==> src/rtl/cpu_pkg.sv <==
// Shared CPU constants: instruction memory geometry and the program loader state encoding.
package cpu_pkg;

  localparam int ADDR_W = 4;
  localparam int DATA_W = 16;
  localparam int DEPTH  = 2 ** ADDR_W;

  localparam logic [ADDR_W-1:0] LAST_ADDR = ADDR_W'(DEPTH - 1);

  typedef enum logic [2:0] {
    S_IDLE    = 3'd0,
    S_RX_HI   = 3'd1,
    S_RX_LO   = 3'd2,
    S_WRITE   = 3'd3,
    S_RX_CSUM = 3'd4,
    S_DONE    = 3'd5
  } loader_state_t;

  function automatic logic [7:0] csum_update(input logic [7:0] csum, input logic [7:0] data);
    return csum ^ data;
  endfunction

endpackage

==> src/rtl/program_loader.sv <==
// Writer side of the instruction memory: assembles big-endian words from a byte stream,
// writes DEPTH consecutive words, verifies a trailing XOR checksum and holds the CPU meanwhile.
module program_loader
  import cpu_pkg::*;
(
  input  logic              clk,
  input  logic              rst_n,
  input  logic              start,
  input  logic              byte_valid,
  input  logic [7:0]        byte_data,
  output logic              byte_ready,
  output logic              mem_we,
  output logic [ADDR_W-1:0] mem_addr,
  output logic [DATA_W-1:0] mem_wdata,
  output logic              cpu_hold,
  output logic              busy,
  output logic              done,
  output logic              error
);

  loader_state_t     state_q, state_d;
  logic [ADDR_W-1:0] addr_q, addr_d;
  logic [7:0]        csum_q, csum_d;
  logic [7:0]        hi_q, hi_d;
  logic [ADDR_W-1:0] mem_addr_q, mem_addr_d;
  logic [DATA_W-1:0] mem_wdata_q, mem_wdata_d;
  logic              done_q, done_d;
  logic              error_q, error_d;
  logic              hold_q, hold_d;
  logic              xfer;
  logic              csum_bad;

  // Handshake and status strobes depend on state only, so no input reaches an output.
  always_comb begin
    byte_ready = 1'b0;
    busy       = 1'b0;
    mem_we     = 1'b0;
    case (state_q)
      S_RX_HI, S_RX_LO, S_RX_CSUM: begin
        byte_ready = 1'b1;
        busy       = 1'b1;
      end
      S_WRITE: begin
        busy   = 1'b1;
        mem_we = 1'b1;
      end
      default: begin
        byte_ready = 1'b0;
        busy       = 1'b0;
        mem_we     = 1'b0;
      end
    endcase
  end

  assign xfer     = byte_valid && byte_ready;
  assign csum_bad = (byte_data != csum_q);

  // Next-state and datapath update.
  always_comb begin
    state_d     = state_q;
    addr_d      = addr_q;
    csum_d      = csum_q;
    hi_d        = hi_q;
    mem_addr_d  = mem_addr_q;
    mem_wdata_d = mem_wdata_q;
    done_d      = done_q;
    error_d     = error_q;
    hold_d      = hold_q;
    case (state_q)
      S_IDLE, S_DONE: begin
        if (start) begin
          state_d = S_RX_HI;
          addr_d  = '0;
          csum_d  = 8'h00;
          done_d  = 1'b0;
          error_d = 1'b0;
          hold_d  = 1'b1;
        end else begin
          state_d = state_q;
        end
      end
      S_RX_HI: begin
        if (xfer) begin
          hi_d    = byte_data;
          csum_d  = csum_update(csum_q, byte_data);
          state_d = S_RX_LO;
        end else begin
          state_d = S_RX_HI;
        end
      end
      S_RX_LO: begin
        if (xfer) begin
          mem_wdata_d = {hi_q, byte_data};
          mem_addr_d  = addr_q;
          csum_d      = csum_update(csum_q, byte_data);
          state_d     = S_WRITE;
        end else begin
          state_d = S_RX_LO;
        end
      end
      S_WRITE: begin
        // The word at LAST_ADDR ends the payload; addr never wraps.
        if (addr_q == LAST_ADDR) begin
          state_d = S_RX_CSUM;
        end else begin
          addr_d  = addr_q + ADDR_W'(1);
          state_d = S_RX_HI;
        end
      end
      S_RX_CSUM: begin
        if (xfer) begin
          error_d = csum_bad;
          hold_d  = csum_bad;
          done_d  = 1'b1;
          state_d = S_DONE;
        end else begin
          state_d = S_RX_CSUM;
        end
      end
      default: begin
        state_d = S_IDLE;
      end
    endcase
  end

  // State and datapath registers.
  always_ff @(posedge clk or negedge rst_n) begin
    if (!rst_n) begin
      state_q     <= S_IDLE;
      addr_q      <= '0;
      csum_q      <= 8'h00;
      hi_q        <= 8'h00;
      mem_addr_q  <= '0;
      mem_wdata_q <= '0;
      done_q      <= 1'b0;
      error_q     <= 1'b0;
      hold_q      <= 1'b0;
    end else begin
      state_q     <= state_d;
      addr_q      <= addr_d;
      csum_q      <= csum_d;
      hi_q        <= hi_d;
      mem_addr_q  <= mem_addr_d;
      mem_wdata_q <= mem_wdata_d;
      done_q      <= done_d;
      error_q     <= error_d;
      hold_q      <= hold_d;
    end
  end

  assign mem_addr  = mem_addr_q;
  assign mem_wdata = mem_wdata_q;
  assign done      = done_q;
  assign error     = error_q;
  assign cpu_hold  = hold_q;

endmodule

==> config.mk <==
export PLATFORM = sky130hd
export DESIGN_NAME = program_loader
export DESIGN_NICKNAME = d
export VERILOG_FILES = /design/src/rtl/cpu_pkg.sv /design/src/rtl/program_loader.sv
export SDC_FILE = /design/constraint.sdc
export NUM_CORES = 1
export LEC_CHECK = 0
export CORE_UTILIZATION = 50
export CTS_BUF_LIST = sky130_fd_sc_hd__clkbuf_8
export CTS_CLUSTER_DIAMETER = 30
export DETAILED_ROUTE_END_ITERATION = 12
export DONT_BUFFER_PORTS = 1
export HOLD_SLACK_MARGIN = 0.1
export PLACE_DENSITY_LB_ADDON = 0.05
export SLEW_MARGIN = 20
export SYNTH_ARGS = -nofsm -noshare
export SYNTH_HDL_FRONTEND = slang
export SYNTH_SLANG_ARGS = --single-unit
==> constraint.sdc <==
create_clock -name clk -period 1.42 [get_ports clk]
set_input_delay 0.284 -clock clk [delete_from_list [all_inputs] [get_ports clk]]
set_output_delay 0.284 -clock clk [all_outputs]
set_load 0.01 [all_outputs]
==> reports/results.ini <==
[synth]
ys_warn_count=0
seq_area_frac_synth=0.533
synth-edff-count=0
synthAdderAreaFrac=0.00579
syn_avg_cell_area_um2=11.7
synthArstFlopShare=1.00
ys.flop_type=dfrtp_1
synth_cell_types=39
synthCells=184
synth_seq_cells=46
synth_fp_nets=197
synth_top_cell_by_area=dfrtp_1
synthTopCellsByArea=dfrtp_1 53%, mux2_2 15%, xnor2_1 3.6%
syn_area_um2=2160
synthXorXnorAreaFrac=0.0365
synth_top_family_by_area=multiplexers
synth_compound_area_frac=0.103
yosysTopAreaCellShare=0.533
synthSimpleGateAreaFrac=0.102
synth.area.mux_share=0.157

[hold_path]
worstHoldStart=byte_valid
hold-path-endpoint=state_q[1]
whs_path_depth=2
hold_class=input pin to register

[layout]
regArea_um2=1150
diodes=0
fin_nets=231
fill_cells=304
multiInputGateArea_um2=1060
area_growth_pct=32.0
utilization=0.698
drive_gt1_frac=0.452

[clock_network]
root_buffer=clkbuf_8
cts.htree.levels=2
cts_buffers=5
cts_num_sinks=46
cts_tree=built
clkTransAtPathRegs_ps=80
clock_path_buffers=2
clock_latency_ps=300

[sta]
clock_skew_ps=8.90
finalCritPeriodShare=1.24
maxSlewHeadroom=0.767
slew_violations=0
hold_violations=0
tightestPinTransition_ps=349
timing.final.ws_setup_ps=-347
rsz0062_at_grt=yes
finalCriticalPeriod_ps=1770
fmax_mhz=566
setup_viol=47

[critical_path]
cp_num_buf_inv=2
slowest_stage=dfrtp_1
critical_path.max_fanout=4
ff2ff_setup_slack_ps=-220
r2r_start=state_q[0]
end_kind=output port
r2r_end=csum_q[7]
critPathRequiredTime_ps=1140
crit_arrival_ps=1480
cpPeakStageDelay_ps=410
start_kind=register
crit_chain=buf_6 -> buf_12 -> xnor2_4 -> o21ai_2 -> or2_4
r2r_cells=8
worst_path_dominant_cell_family=flip-flops
path_class=register to output port
crit_path_start=state_q[0]

[global_routing]
grt_usage=0.226
grt_pass1_vias=1532
grt_pass1_wl_mm=7.25
grt_antenna_before_repair=0
overflow=0
grt_max_degree=47

[routing]
vias=1550
drtIter0Drc=72
wl_per_cell_um=18.9
postRouteAntennaNets=0
routed_wl_mm=5.09
route.detailed.drc=0
dr.pass1.iters=4
vias_per_cell=5.76

[die]
die_area_um2=4590
io_pins=38
row_count=23
die_w_um=67.7
start_util=0.529
design.core.area_um2=4090
die_y_um=67.7

[power]
total_power_mw=6.03
p_leak_nw=1.27
powerDensity_nw_per_um2=2110
ir_worst_vdd_mv=1.14

[status]
violations=setup timing
status=complete, but fails checks

[placement]
io_buffers=0
hpwl_mm=2.82
gp_congestion=0.781

[flow_run]
drv_cap=0

logic make-up (layout without fill, tap and decap cells):
family	count (synthesis)	in the layout
compound gates	33	33
xor+xnor	9	9
fa+ha+maj	1	1
buf+inv	28	63
flops	46	46
mux	30	30
simple gates	37	37
metal layers:
| layer | GRT usage | part of all wire | wire length (µm) | vias to the layer above |
|---|---|---|---|---|
| li1 | - | - | - | 707 |
| met1 | 0.244 | 0.38 | 1950 | 771 |
| met2 | 0.402 | 0.53 | 2710 | 56 |
| met3 | 0.0608 | 0.057 | 292 | 16 |
| met4 | 0.109 | 0.029 | 146 | 0 |
| met5 | 0 | 0 | 0 | - |
state kept, by name, summed over array words and instances, names as in the netlist:
| name | cells |
|---|---|
| mem_wdata | 16 |
| csum_q | 8 |
| hi_q | 8 |
| addr_q | 4 |
| mem_addr | 4 |
| state_q | 3 |
| cpu_hold | 1 |
| done | 1 |
| error | 1 |
placed cells by master (no fill, tap or decap), types with 2 or more instances in the layout:
master / count
nand2_1: 14
nor2_1: 2
dfrtp_1: 46
nand4_1: 3
o21ai_1: 2
nor3_2: 2
inv_1: 20
clkbuf_8: 5
nand3_1: 2
a21oi_4: 2
buf_6: 11
a21oi_2: 8
mux2_4: 15
buf_8: 3
buf_4: 13
o22ai_1: 8
a21oi_1: 3
buf_12: 5
mux2_2: 14
xnor2_1: 8
how the worst max path moves through the flow:
| stage | to | slack (ps) | cells after the start |
|---|---|---|---|
| after floorplan | busy | -40 | 5 |
| after CTS | busy | -300 | 5 |
| after global placement | csum_q[5] | -90 | 5 |
| after detailed placement | addr_q[1] | -150 | 6 |
| final | busy | -350 | 5 |
| after global routing | busy | -410 | 5 |
report_power, final:
part / total [mW] / internal [mW] / switching, mW
sequential: 2.33 / 1.84 / 0.490
clock: 0.768 / 0.340 / 0.428
combinational: 2.93 / 1.70 / 1.24
worst reg2reg max path: stages (launching register included):
cell	delay, ps
dfrtp_1	410
buf_6	140
buf_6	120
buf_12	120
nor4b_4	330
a211oi_4	70
buf_12	160
a21oi_2	100
o22ai_1	80
cells in the mapped netlist (2+ instances only):
cell / number
o21ai_0: 3
a21oi_1: 12
nor3_1: 2
buf_4: 3
nor2_1: 3
buf_2: 2
nand2_1: 15
o22ai_1: 9
dfrtp_1: 46
xnor2_1: 9
buf_6: 2
nand3_1: 3
mux2_2: 28
inv_1: 20
nand4_1: 3
repair_timing:
| item | CTS | global route |
|---|---|---|
| endpoints found under the setup margin | 27 | 33 |
| setup buffers | 13 | 7 |
| hold endpoints to repair | 46 | 0 |
| pin swaps | 18 | 15 |
| gates resized for setup | 37 | 26 |
| hold buffers | 2 | 0 |
final cells by class:
class                   count  area share
flip-flops and latches     46       0.404
multi-input cells         110       0.372
repair buffers             34       0.142
inverters                  21      0.0303
clock buffers               5      0.0241
well taps                  50      0.0219
clock inverters             3     0.00614
stage by stage:
stage / hold WS, ps / std cells / worst slack, ps / TNS (ps) / instance area, µm²
3_5_place_dp: -10.7 / 241 / -149 / -2520 / 2300
5_1_grt: 106 / 269 / -409 / -8310 / 2850
2_1_floorplan: -11.6 / 184 / -41.2 / -41.2 / 2170
6_report: 119 / 269 / -347 / -6680 / 2850
4_1_cts: 112 / 264 / -296 / -3750 / 2720
3_3_place_gp: -10.7 / 241 / -92.2 / -1700 / 2300
Note: power is estimated with default switching activity, not from simulation.
